**src/rtl/rv_iopmp_pkg.sv**
```systemverilog
// Shared IOPMP types: access kinds, scanner verdict causes and scanner states.
// Latency: n/a (types only).
// Backpressure: n/a.
package rv_iopmp_pkg;

  typedef enum logic [1:0] {
    ACC_NONE  = 2'd0,
    ACC_READ  = 2'd1,
    ACC_WRITE = 2'd2,
    ACC_EXEC  = 2'd3
  } access_t;

  typedef enum logic [1:0] {
    ERR_NONE     = 2'd0,
    ERR_NO_MATCH = 2'd1,
    ERR_PERM     = 2'd2,
    ERR_PARTIAL  = 2'd3
  } scan_err_t;

  typedef enum logic [1:0] {
    IDLE = 2'd0,
    SCAN = 2'd1,
    RESP = 2'd2
  } scan_state_t;

endpackage

```
**src/rtl/rv_iopmp_entry_scanner.sv**
```systemverilog
// Walks a requester's IOPMP entry range one entry per cycle and resolves an allow/deny verdict.
// Latency: k scanned entries -> verdict k+1 cycles after accept; accept-time decisions -> 1 cycle.
// Backpressure: one transaction in flight; verdict held until rsp_ready_i, req_ready_o only in IDLE.
module rv_iopmp_entry_scanner
  import rv_iopmp_pkg::*;
#(
  parameter int unsigned NUM_ENTRY  = 32,
  parameter int unsigned PRIO_ENTRY = 16,
  parameter int unsigned ADDR_WIDTH = 64,
  parameter int unsigned DATA_WIDTH = 64,
  localparam int unsigned IDX_W = $clog2(NUM_ENTRY) + 1,
  localparam int unsigned NB_W  = $clog2(DATA_WIDTH / 8) + 1
) (
  input  logic                  clk_i,
  input  logic                  rst_ni,
  input  logic                  enable_i,
  input  logic                  req_valid_i,
  output logic                  req_ready_o,
  input  logic [ADDR_WIDTH-1:0] addr_i,
  input  logic [NB_W-1:0]       num_bytes_i,
  input  access_t               access_i,
  input  logic [IDX_W-1:0]      entry_start_i,
  input  logic [IDX_W-1:0]      entry_end_i,
  output logic [ADDR_WIDTH-1:0] addr_o,
  output logic [ADDR_WIDTH-1:0] final_addr_o,
  output logic [NB_W-1:0]       num_bytes_o,
  output access_t               access_o,
  output logic [IDX_W-1:0]      entry_idx_o,
  input  logic                  entry_match_i,
  input  logic                  entry_partial_i,
  input  logic                  entry_allow_i,
  output logic                  rsp_valid_o,
  input  logic                  rsp_ready_i,
  output logic                  rsp_allow_o,
  output scan_err_t             rsp_err_o,
  output logic [IDX_W-1:0]      rsp_entry_idx_o,
  output logic                  busy_o
);

  scan_state_t state_q;

  // Latched exclusive end of the range, already clamped to the table size.
  logic [IDX_W-1:0] end_q;

  // First non-priority failure seen during the scan; reported if nothing grants access.
  logic             rec_vld_q;
  scan_err_t        rec_err_q;
  logic [IDX_W-1:0] rec_idx_q;

  // Accept-time helpers.
  logic [IDX_W-1:0]    end_clamped;
  logic [NB_W-1:0]     nb_eff;
  logic [ADDR_WIDTH:0] final_ext;

  assign end_clamped = (entry_end_i > IDX_W'(NUM_ENTRY)) ? IDX_W'(NUM_ENTRY) : entry_end_i;
  assign nb_eff      = (num_bytes_i == '0) ? NB_W'(1) : num_bytes_i;
  // One extra bit so that a window running past the top of the address space is visible as a carry.
  assign final_ext   = {1'b0, addr_i}
                     + {{(ADDR_WIDTH + 1 - NB_W){1'b0}}, nb_eff}
                     - {{ADDR_WIDTH{1'b0}}, 1'b1};

  // Per-entry helpers for the scan.
  logic      is_prio;
  logic      last_entry;
  logic      fail_now;
  scan_err_t cause_now;

  assign is_prio    = (entry_idx_o < IDX_W'(PRIO_ENTRY));
  assign last_entry = (entry_idx_o == (end_q - IDX_W'(1)));
  // A non-priority entry that would deny; match takes precedence over partial.
  assign fail_now   = !is_prio &&
                      ((entry_match_i && !entry_allow_i) || (!entry_match_i && entry_partial_i));
  assign cause_now  = entry_match_i ? ERR_PERM : ERR_PARTIAL;

  logic             scan_done;
  logic             scan_allow;
  scan_err_t        scan_err;
  logic [IDX_W-1:0] scan_idx;

  // Decide whether the entry under examination ends the scan, and with which verdict.
  always_comb begin
    scan_done  = 1'b0;
    scan_allow = 1'b0;
    scan_err   = ERR_NONE;
    scan_idx   = entry_idx_o;
    if (is_prio && entry_match_i) begin
      scan_done  = 1'b1;
      scan_allow = entry_allow_i;
      scan_err   = entry_allow_i ? ERR_NONE : ERR_PERM;
    end else if (is_prio && entry_partial_i) begin
      scan_done = 1'b1;
      scan_err  = ERR_PARTIAL;
    end else if (!is_prio && entry_match_i && entry_allow_i) begin
      scan_done  = 1'b1;
      scan_allow = 1'b1;
    end else if (last_entry) begin
      scan_done = 1'b1;
      if (rec_vld_q) begin
        scan_err = rec_err_q;
        scan_idx = rec_idx_q;
      end else if (fail_now) begin
        scan_err = cause_now;
      end else begin
        scan_err = ERR_NO_MATCH;
        scan_idx = '0;
      end
    end
  end

  // Control FSM with registered handshake, analyzer-side and verdict outputs.
  always_ff @(posedge clk_i or negedge rst_ni) begin
    if (!rst_ni) begin
      state_q         <= IDLE;
      req_ready_o     <= 1'b1;
      busy_o          <= 1'b0;
      addr_o          <= '0;
      final_addr_o    <= '0;
      num_bytes_o     <= '0;
      access_o        <= ACC_NONE;
      entry_idx_o     <= '0;
      end_q           <= '0;
      rec_vld_q       <= 1'b0;
      rec_err_q       <= ERR_NONE;
      rec_idx_q       <= '0;
      rsp_valid_o     <= 1'b0;
      rsp_allow_o     <= 1'b0;
      rsp_err_o       <= ERR_NONE;
      rsp_entry_idx_o <= '0;
    end else begin
      case (state_q)
        IDLE: begin
          if (req_valid_i) begin
            addr_o       <= addr_i;
            final_addr_o <= final_ext[ADDR_WIDTH-1:0];
            num_bytes_o  <= num_bytes_i;
            access_o     <= access_i;
            end_q        <= end_clamped;
            entry_idx_o  <= entry_start_i;
            rec_vld_q    <= 1'b0;
            req_ready_o  <= 1'b0;
            busy_o       <= 1'b1;
            if (!enable_i || final_ext[ADDR_WIDTH] || (entry_start_i >= end_clamped)) begin
              state_q         <= RESP;
              rsp_valid_o     <= 1'b1;
              rsp_allow_o     <= !enable_i;
              rsp_entry_idx_o <= '0;
              if (!enable_i) begin
                rsp_err_o <= ERR_NONE;
              end else if (final_ext[ADDR_WIDTH]) begin
                rsp_err_o <= ERR_PARTIAL;
              end else begin
                rsp_err_o <= ERR_NO_MATCH;
              end
            end else begin
              state_q <= SCAN;
            end
          end
        end
        SCAN: begin
          if (scan_done) begin
            state_q         <= RESP;
            rsp_valid_o     <= 1'b1;
            rsp_allow_o     <= scan_allow;
            rsp_err_o       <= scan_err;
            rsp_entry_idx_o <= scan_idx;
          end else begin
            entry_idx_o <= entry_idx_o + IDX_W'(1);
            if (fail_now && !rec_vld_q) begin
              rec_vld_q <= 1'b1;
              rec_err_q <= cause_now;
              rec_idx_q <= entry_idx_o;
            end
          end
        end
        RESP: begin
          if (rsp_ready_i) begin
            state_q     <= IDLE;
            rsp_valid_o <= 1'b0;
            req_ready_o <= 1'b1;
            busy_o      <= 1'b0;
          end
        end
        default: begin
          state_q <= IDLE;
        end
      endcase
    end
  end

endmodule
```
**config.mk**
```make
export PLATFORM = sky130hd
export DESIGN_NAME = rv_iopmp_entry_scanner
export DESIGN_NICKNAME = d
export VERILOG_FILES = /design/src/rtl/rv_iopmp_pkg.sv /design/src/rtl/rv_iopmp_entry_scanner.sv
export SDC_FILE = /design/constraint.sdc
export NUM_CORES = 1
export LEC_CHECK = 0
export BUFFER_PORTS_ARGS = -buffer_cell sky130_fd_sc_hd__buf_4
export CAP_MARGIN = 30
export CORE_ASPECT_RATIO = 0.5
export CORE_MARGIN = 2
export CORE_UTILIZATION = 45
export DETAILED_ROUTE_END_ITERATION = 6
export PLACE_DENSITY = 0.65
export SLEW_MARGIN = 25
export SYNTH_ARGS = -nofsm -noshare
export SYNTH_HDL_FRONTEND = slang
export SYNTH_SLANG_ARGS = --single-unit
export TNS_END_PERCENT = 50
```
**constraint.sdc**
```tcl
create_clock -name clk_i -period 3 [get_ports clk_i]
set_clock_uncertainty 0.2 [all_clocks]
set_input_delay 0.45 -clock clk_i [delete_from_list [all_inputs] [get_ports clk_i]]
set_output_delay 0.45 -clock clk_i [all_outputs]
set_load 0.005 [all_outputs]
```
==> Word level (Yosys, flattened, before mapping) <==
Index checks and enable logic that the tools add are counted.
{ "totals": {"in_bits": 90, "out_inout_bits": 152, "ff_bits": 169} }
{ "op_classes": {"order_cmp": 3, "n_addsub": 4, "eq_ne": 9, "mux": 58, "reduce_logical": 29, "bitwise_logic": 1} }
{ "op_table": {"columns": ["op", "count"], "rows": [
  ["$mux 6", 12],
  ["$add 64x4->65", 1],
  ["$sub 65x1->65 const B", 1],
  ["$mux 2", 16],
  ["$pmux 6 s2", 2],
  ["$mux 1", 20],
  ["$ne 2x2->1 const B", 6],
  ["$reduce_and 3->1", 4],
  ["$logic_and 1x1->1", 8],
  ["$pmux 1 s2", 4],
  ["$reduce_and 4->1", 2],
  ["$add 6x1->6 const B", 1],
  ["$eq 6x6->1", 1],
  ["$ge 6x6->1", 1],
  ["$gt 6x6->1 const B", 1],
  ["$lt 6x5->1 const B", 1],
  ["$pmux 2 s3", 1],
  ["$sub 6x1->6 const B", 1],
  ["$logic_not 1->1", 5],
  ["$reduce_and 5->1", 1],
  ["$logic_not 4->1", 1],
  ["$mux 4", 1],
  ["$pmux 2 s2", 1],
  ["$reduce_bool 2->1", 2],
  ["other kinds (8)", 10]
]} }

==> Logic depth before layout (Yosys ltp) <==
Gate-level depths: netlist of run 1.
{ "depth": {"ltp_word": 12, "ltp_mapped": 17, "ltp_nobuf": 17} }

==> Worst setup path before layout of run 1 <==
No wires, ideal clock.
{ "synth_timing": {"path_kind": "input to register", "from": "input num_bytes_i[2]", "to": "register rsp_allow_o", "setup_ns": 0.125, "setup_slack_ns": -0.390, "t_arrival_ns": 3.065, "path_stages": 14, "cell_sequence": "inv_1 > ha_1 > inv_1 > ha_1 > a211oi_1 > o21ai_2 > nand3_2 > o211ai_4 > a21oi_2 > o21a_4 > o41ai_4 > nand4b_1 > nand4_4 > mux2_4"} }
{ "synth_between": {"elab_chain_cells": 8} }
{ "synth_rtl": {"columns": ["element", "line_no", "text"], "rows": [
  ["start, declared", "rv_iopmp_entry_scanner.sv:20", "input logic [NB_W-1:0] num_bytes_i,"],
  ["$logic_not 4->1", "rv_iopmp_entry_scanner.sv:56", "assign nb_eff = (num_bytes_i == '0) ? NB_W'(1) : num_bytes_i;"],
  ["$mux 4 *", "rv_iopmp_entry_scanner.sv:56", null],
  ["$add 64x4->65 *", "rv_iopmp_entry_scanner.sv:59", "+ {{(ADDR_WIDTH + 1 - NB_W){1'b0}}, nb_eff}"],
  ["$sub 65x1->65 *", "rv_iopmp_entry_scanner.sv:60", "- {{ADDR_WIDTH{1'b0}}, 1'b1};"],
  ["$logic_or 1x1->1 * (2 in a row)", "rv_iopmp_entry_scanner.sv:142", "if (!enable_i || final_ext[ADDR_WIDTH] || (entry_start_i >= end_clamped)) begin"],
  ["$ne 2x2->1 (no line) *", null, null],
  ["$reduce_and 4->1 (no line) *", null, null],
  ["end signal, assigned", "rv_iopmp_entry_scanner.sv:145", "rsp_allow_o <= !enable_i;"],
  ["end signal, assigned", "rv_iopmp_entry_scanner.sv:163", "rsp_allow_o <= scan_allow;"],
  ["end, declared", "rv_iopmp_entry_scanner.sv:34", "output logic rsp_allow_o,"]
]} }
Every way passes the cells marked *; elsewhere a longest branch is shown, timed or not.
A chain may end at the register's enable or synchronous reset.

==> Worst setup path after layout of run 1 <==
{ "layout_timing": {"from": "input num_bytes_i[2]", "to": "register rsp_entry_idx_o[0]"} }
{ "layout_between": {"elab_chain_cells": 8} }
{ "layout_rtl": {"columns": ["element", "line_no", "text"], "rows": [
  ["$logic_not 4->1", "rv_iopmp_entry_scanner.sv:56", null],
  ["$mux 4 *", "rv_iopmp_entry_scanner.sv:56", null],
  ["$add 64x4->65 *", "rv_iopmp_entry_scanner.sv:59", null],
  ["$sub 65x1->65 *", "rv_iopmp_entry_scanner.sv:60", null],
  ["$logic_or 1x1->1 * (2 in a row)", "rv_iopmp_entry_scanner.sv:142", null],
  ["$ne 2x2->1 (no line) *", null, null],
  ["$reduce_and 4->1 (no line) *", null, null],
  ["end signal, assigned", "rv_iopmp_entry_scanner.sv:165", "rsp_entry_idx_o <= scan_idx;"],
  ["end, declared", "rv_iopmp_entry_scanner.sv:36", "output logic [IDX_W-1:0] rsp_entry_idx_o,"]
]} }
Marks and branches as above.

==> results.py, run 1 <==
metrics = {
    "global_routing": {
        "grt_max_degree": 109,
        "grt_util_met3": 0.04242,
        "overflow": 0,
        "met1_usage": 0.3522,
        "grt_pass1_wl_mm": 54.77,
        "grt_busiest_layer": "met2",
        "first_global_vias": 10960,
        "antenna_found_initial": 0,
        "grt_use_total": 0.2644,
        "grt_use_met2": 0.4466,
    },
    "place": {
        "routabilityCongestion": 0.9396,
        "place_hpwl_mm": 26.24,
        "place_ws_ns": -0.9132,
        "port_buffers": 241,
    },
    "logic_synthesis": {
        "syn_area_per_cell_sq_um": 8.618,
        "syn_nets": 1453,
        "syn_area_sq_um": 11070,
        "synth_largest_area_cell": "dfrtp_1",
        "synth_top_area_frac": 0.3799,
        "synth_area_leaders": "dfrtp_1 38%, ha_1 8.8%, o21ai_0 7.3%",
        "synth_top_flop_cell": "dfrtp_1",
        "yosys_warnings": 0,
        "yosys.cell_types.count": 90,
        "netlist_instances": 1284,
        "synthArstFlopShare": 1.000,
        "synth_edf_count": 0,
        "synth_seq_cells": 169,
        "seq_area_frac_synth": 0.3823,
    },
    "cells_and_area": {
        "syn_to_final_growth_pct": 48.35,
        "n_antenna_cell": 0,
        "finalNetCount": 1934,
        "seq_area_sq_um": 4230,
        "multi_input_area_sq_um": 6604,
        "fillers": 2047,
        "drive_above_1_share": 0.3785,
    },
    "route": {
        "drc_errors": 0,
        "routed_via_density": 5.181,
        "wl_per_cell_microns": 15.96,
        "wl_mm": 33.74,
        "drtIter0Drc": 588,
        "num_vias": 10950,
        "dr.pass1.iters": 7,
        "final_antenna_net_count": 0,
    },
    "clock_tree": {
        "clock_latency_ns": 0.45,
        "cts_buffer_depth": 2,
        "clk_pin_slew_ns": 0.07,
        "cts_htree_levels": 4,
        "cts-buffers-inserted": 17,
        "clockRootBuffer": "clkbuf_16",
        "clock_sinks": 169,
        "cts_tree": "yes",
    },
    "timing": {
        "post-route-min-period_ns": 3.157,
        "worstMarginPinSlew_ns": 0.6070,
        "setup_slack_ns": -0.1570,
        "timing.slew.headroom": 0.5939,
        "clock.fmax_mhz": 316.8,
        "period_share": 1.052,
        "rsz0062_at_grt": "true",
        "hold_viol_final": 0,
        "setup_viol": 21,
        "final_max_slew_viol_count": 0,
    },
    "pwr": {
        "powerDensity_nw_per_um2": 726.6,
        "leakagePower_uw": 0.008298,
        "power_uw": 11930,
        "ir_worst_vdd_v": 0.0003835,
    },
    "critical_path": {
        "end_kind": "flop",
        "worstReg2RegEnd": "rsp_entry_idx_o[0]$_DFFE_PN0P_",
        "reg2reg_from": "end_q[0]$_DFFE_PN0P_",
        "r2r_slack_ns": 0.17,
        "path_class": "in2reg",
        "start_kind": "input port",
        "cp_max_fo": 5,
        "crit_arrival_ns": 3.30,
        "crit_required_ns": 3.14,
        "rr_worst_depth": 10,
    },
    "die": {
        "ios": 242,
        "core_area_sq_um": 24070,
        "dieArea_sq_um": 25940,
        "fp-row-count": 40,
        "die_h_microns": 114.9,
        "die_x_microns": 225.8,
        "start_util": 0.4597,
    },
    "run_status": {
        "failed_checks": "setup timing",
        "status": "complete, but fails checks",
    },
    "min_path": {
        "min_from": "entry_match_i",
        "hold_path_depth": 2,
        "holdPathEnd": "rec_err_q[0]$_DFFE_PN0P_",
        "min_path_type": "in2reg",
    },
    "run": {
        "drv_cap": 0,
    },
}
[cell families after synthesis]
logic type	count (synthesis)	share of synthesized area
fa+ha+maj	79	0.09000
simple gates	365	0.1551
mux	22	0.02454
compound gates	410	0.2292
xor+xnor	66	0.05292
flops	169	0.3823
buf+inv	173	0.06592
[layout by cell type (no fill, tap or decap), types with 11 or more instances in the layout]
cell	synthesis	final
xnor2_1	40	36
nand3_1	16	16
buf_4	4	505
nand2b_1	15	15
dfrtp_1	168	168
ha_1	78	71
a21o_1	35	35
buf_6	4	11
inv_1	108	97
nor2_1	39	37
o21bai_1	13	11
nand2_1	208	207
o21ai_0	161	149
nand4_1	25	25
clkbuf_16	0	17
xor2_1	25	24
a21oi_1	87	81
o21ai_1	19	26
[worst max-delay path, stage by stage]
cell and delay, ns:
buf_8 0.09, inv_12 0.03, buf_6 0.11, ha_4 0.26, inv_2 0.04, ha_4 0.27, a211oi_4 0.07, o21ai_4 0.21
nand3_2 0.12, o211ai_4 0.10, a21oi_2 0.10, o21a_4 0.21, o41ai_4 0.29, buf_6 0.18, nand4b_1 0.13, buf_6 0.13
nand4_4 0.15, mux2_4 0.34
[state kept, by name, indices dropped and copies added, names as in the netlist]
name / count
rec_idx_q: 6
rsp_allow_o: 1
entry_idx_o: 6
addr_o: 64
rec_err_q: 2
req_ready_o: 1
rsp_err_o: 2
state_q: 2
access_o: 2
rsp_entry_idx_o: 6
rsp_valid_o: 1
busy_o: 1
final_addr_o: 64
num_bytes_o: 4
rec_vld_q: 1
end_q: 6
[worst max path at each step]
stage | startpoint | depth (start not counted) | end
finish | num_bytes_i[2] | 18 | rsp_entry_idx_o[0]$_DFFE_PN0P_
CTS | num_bytes_i[3] | 18 | rsp_entry_idx_o[0]$_DFFE_PN0P_
global route | num_bytes_i[2] | 21 | final_addr_o[62]$_DFFE_PN0P_
global placement | num_bytes_i[2] | 17 | final_addr_o[53]$_DFFE_PN0P_
floorplan | addr_i[3] | 14 | rsp_allow_o$_DFFE_PN0P_
detailed placement | num_bytes_i[2] | 17 | final_addr_o[53]$_DFFE_PN0P_
[Yosys cell counts (6+ instances only)]
cell type    n
nand2_1    208
dfrtp_1    168
o21ai_0    161
inv_1      108
a21oi_1     87
ha_1        78
clkbuf_1    47
xnor2_1     40
nor2_1      39
a21o_1      35
nand4_1     25
xor2_1      25
o21ai_1     19
nand3_1     16
nand2b_1    15
o21bai_1    13
a211oi_1     8
a31oi_1      8
and3_1       8
mux2_2       8
mux2_4       8
nor2b_1      8
nor3_1       8
o31ai_1      8
and4_1       7
o21a_1       7
a22o_1       6
[routing by layer]
metal / vias to the layer above / part of all wire
li1: 5444 / -
met1: 5217 / 0.46
met2: 247 / 0.48
met3: 44 / 0.041
met4: 0 / 0.020
met5: - / 0
[power by group]
part	switching (uW)	leakage (uW)	internal, uW
clock	1030	0.000307	1410
sequential	729	0.00210	3340
combinational	2590	0.00589	2830
total	4350	0.00830	7580
[timing repair]
action	4_1_cts	5_1_grt
hold endpoints to repair	54	0
gates cloned	1	0
hold buffers	3	0
pin swaps	21	38
setup endpoints to repair	48	47
gates resized for setup	39	46
setup buffers	6	5
[cell type report]
| cell class | count | area share |
|---|---|---|
| clock inverters | 15 | 0.01296 |
| inverters | 108 | 0.02759 |
| well taps | 336 | 0.02561 |
| clock buffers | 17 | 0.02591 |
| multi-input cells | 943 | 0.4023 |
| repair buffers | 526 | 0.2479 |
| flip-flops and latches | 169 | 0.2577 |
[metrics by stage]
step / hold WS [ns] / TNS (ns) / util / cell area, sq um / cells
after floorplan: -0.04559 / -3.417 / - / 11250 / 1284
after global placement: 0.2511 / -32.79 / 0.6335 / 15250 / 2067
after detailed placement: 0.2706 / -35.50 / 0.6335 / 15250 / 2067
after CTS: 0.003946 / -1.654 / 0.6725 / 16190 / 2109
after global routing: 0.03029 / -4.953 / 0.6819 / 16420 / 2114
final: 0.02207 / -1.686 / 0.6819 / 16420 / 2114
Note: power is estimated with default switching activity, not from simulation.
==> run 2, diff against run 1 <==
--- a/config.mk
+++ b/config.mk
@@ -5,13 +5,14 @@
 export SDC_FILE = /design/constraint.sdc
 export NUM_CORES = 1
 export LEC_CHECK = 0
+export ABC_AREA = 1
 export BUFFER_PORTS_ARGS = -buffer_cell sky130_fd_sc_hd__buf_4
 export CAP_MARGIN = 30
 export CORE_ASPECT_RATIO = 0.5
 export CORE_MARGIN = 2
 export CORE_UTILIZATION = 45
 export DETAILED_ROUTE_END_ITERATION = 6
-export PLACE_DENSITY = 0.65
+export PLACE_DENSITY = 0.64
 export SLEW_MARGIN = 25
 export SYNTH_ARGS = -nofsm -noshare
 export SYNTH_HDL_FRONTEND = slang
==> results.py, run 2 <==
metrics = {
    "route": {
        "drtIter0Drc": 1072,
        "drc_errors": 0,
        "dr.pass1.iters": 5,
        "final_antenna_net_count": 0,
        "num_vias": 12690,
        "wl_per_cell_microns": 17.26,
        "wl_mm": 42.53,
        "routed_via_density": 5.149,
    },
    "run_status": {
        "status": "complete, no violations",
    },
    "critical_path": {
        "path_class": "in2reg",
        "crit_required_ns": 3.15,
        "crit_arrival_ns": 2.96,
        "end_kind": "flop",
        "cp_max_fo": 3,
        "start_kind": "input port",
    },
    "cells_and_area": {
        "fillers": 2638,
        "reg_top3": "addr_o x64, final_addr_o x64",
        "fin_area_sq_um": 15660,
        "drive_above_1_share": 0.1989,
        "seq_area_sq_um": 4230,
        "finalNetCount": 2268,
        "syn_to_final_growth_pct": 27.76,
        "multi_input_area_sq_um": 6893,
        "layout_common_cells": "512 x nand2_1, 317 x buf_4, 256 x inv_1",
        "final_common_cell": "nand2_1",
    },
    "logic_synthesis": {
        "synth_area_leaders": "dfrtp_1 34%, nand2_1 16%, ha_1 8.0%",
        "synthArstFlopShare": 1.000,
        "synth_top_area_frac": 0.3430,
        "synth_seq_cells": 169,
        "syn_area_per_cell_sq_um": 6.844,
        "synth_edf_count": 0,
        "netlist_instances": 1791,
        "netlist_top_cells_count": "513 x nand2_1, 256 x inv_1, 168 x dfrtp_1, 168 x o21ai_0, 163 x nor2_1",
        "syn_nets": 1960,
        "yosys.cell_types.count": 48,
        "seq_area_frac_synth": 0.3451,
        "yosys_warnings": 0,
        "synth_largest_area_cell": "dfrtp_1",
        "syn_area_sq_um": 12260,
        "yosysMostFrequentCell": "nand2_1",
        "synth_top_flop_cell": "dfrtp_1",
    },
    "die": {
        "fp-row-count": 42,
        "dieArea_sq_um": 28650,
        "die_h_microns": 120.7,
        "ios": 242,
        "core_area_sq_um": 26590,
        "start_util": 0.4609,
        "die_x_microns": 237.4,
    },
    "place": {
        "placed_area_sq_um": 15010,
        "port_buffers": 241,
        "place_ws_ns": -0.2093,
        "place_hpwl_mm": 34.15,
        "routabilityCongestion": 0.9441,
    },
    "pwr": {
        "ir_worst_vdd_v": 0.0004659,
        "powerDensity_nw_per_um2": 754.0,
        "leakagePower_uw": 0.008171,
    },
    "timing": {
        "setup_slack_ns": 0.1925,
        "final_max_slew_viol_count": 0,
        "hold_viol_final": 0,
        "period_share": 0.9358,
        "post-route-min-period_ns": 2.808,
        "rsz0062_at_grt": "false",
        "setup_viol": 0,
        "hold-worst-slack_ns": 0.02296,
        "clock.fmax_mhz": 356.2,
        "worstMarginPinSlew_ns": 1.080,
        "timing.slew.headroom": 0.2803,
    },
    "clock_tree": {
        "cts_buffer_depth": 2,
        "cts_tree": "yes",
        "clock_latency_ns": 0.45,
        "post-cts-setup-buffer-count": 0,
        "clockRootBuffer": "clkbuf_16",
        "clk_pin_slew_ns": 0.07,
        "cts-buffers-inserted": 17,
        "clock_sinks": 169,
        "cts_htree_levels": 4,
    },
    "global_routing": {
        "first_global_vias": 11940,
        "antenna_found_initial": 1,
        "grt_max_degree": 246,
        "overflow": 0,
        "grt_pass1_wl_mm": 65.56,
        "grt_use_total": 0.2989,
    },
    "run": {
        "drv_cap": 0,
    },
    "min_path": {
        "min_path_type": "in2reg",
    },
}
-- run 2: cell types whose count changed in the layout (fill, tap and decap cells not counted), moves of 19 or more --
cell and change:
a21o_1 -28, a21oi_1 +21, buf_4 -188, inv_1 +159, nand2_1 +305, nand3_1 +81, nor2_1 +126, o21ai_0 +19
-- run 2: layout make-up --
class	count	share of cell area
Clock buffer	23	0.02988
Multi-Input combinational cell	1320	0.4402
Sequential cell	169	0.2702
Tap cell	352	0.02813
Antenna cell	1	0.0001598
Timing Repair Buffer	324	0.1584
Clock inverter	9	0.009029
Inverter	267	0.06400
-- run 2: metal layers --
metal / global-route usage / part of all wire / wire length, microns
met3: 0.07534 / 0.076 / 3225
met4: 0.06250 / 0.013 / 571
met2: 0.4492 / 0.43 / 18100
met1: 0.4337 / 0.49 / 20630
met5: 0 / 0 / 0
-- run 2: metrics by stage --
| step | cells | TNS, ns | util | power (uW) |
|---|---|---|---|---|
| after floorplan | 1791 | 0 | - | 6646 |
| after global placement | 2429 | -2.676 | 0.5645 | 9367 |
| after detailed placement | 2429 | -3.885 | 0.5645 | 9415 |
| after CTS | 2464 | 0 | 0.5885 | 11840 |
| after global routing | 2464 | 0 | 0.5888 | 12660 |
| final | 2465 | 0 | 0.5889 | 11810 |
-- run 2: repair_timing --
| action | CTS | global route |
|---|---|---|
| resized for setup | 0 | 1 |
| setup endpoints to repair | 0 | 1 |
| hold buffers | 3 | 0 |
| endpoints found under the hold margin | 45 | 0 |
-- run 2: worst max-delay path: stages --
cell	delay [ns]
buf_4	0.08
inv_1	0.04
buf_4	0.13
ha_1	0.32
inv_1	0.06
ha_1	0.32
nand2_1	0.06
nand2_1	0.06
nand3_1	0.13
nand2_2	0.13
a21oi_1	0.09
o21ai_1	0.36
nand2_1	0.09
nand2_1	0.23
nand2_1	0.16
nand2_1	0.09
nand2_1	0.04
nand3_1	0.06
nand2_1	0.05
-- run 2: path summary, 6_finish.rpt --
path	cells after the start	end	slack (ns)	start
max in group asynchronous	3	final_addr_o[23]$_DFFE_PN0P_	1.51	rst_ni
min	2	rec_err_q[0]$_DFFE_PN0P_	0.02	entry_match_i
max	19	final_addr_o[60]$_DFFE_PN0P_	0.19	num_bytes_i[2]
min in group asynchronous	2	rsp_entry_idx_o[4]$_DFFE_PN0P_	0.28	rst_ni
min reg2reg	2	rsp_entry_idx_o[3]$_DFFE_PN0P_	0.27	rsp_entry_idx_o[3]$_DFFE_PN0P_
max reg2reg	14	rsp_entry_idx_o[0]$_DFFE_PN0P_	0.46	end_q[0]$_DFFE_PN0P_
-- run 2: logic make-up after synthesis --
| family | Yosys count | share of synthesized area |
|---|---|---|
| and+or+nand+nor | 869 | 0.3031 |
| buffers and inverters | 302 | 0.09371 |
| adders and majority gates | 79 | 0.08126 |
| AOI/OAI and AO/OA | 334 | 0.1490 |
| xor gates and xnor gates | 38 | 0.02777 |
| DFF | 169 | 0.3451 |
-- run 2: power by group --
part	switching (uW)	internal [uW]	leakage, uW	total, uW
clock	1030	1370	0.000286	2390
sequential	769	3330	0.00210	4100
combinational	2860	2450	0.00579	5310
total	4660	7150	0.00817	11800
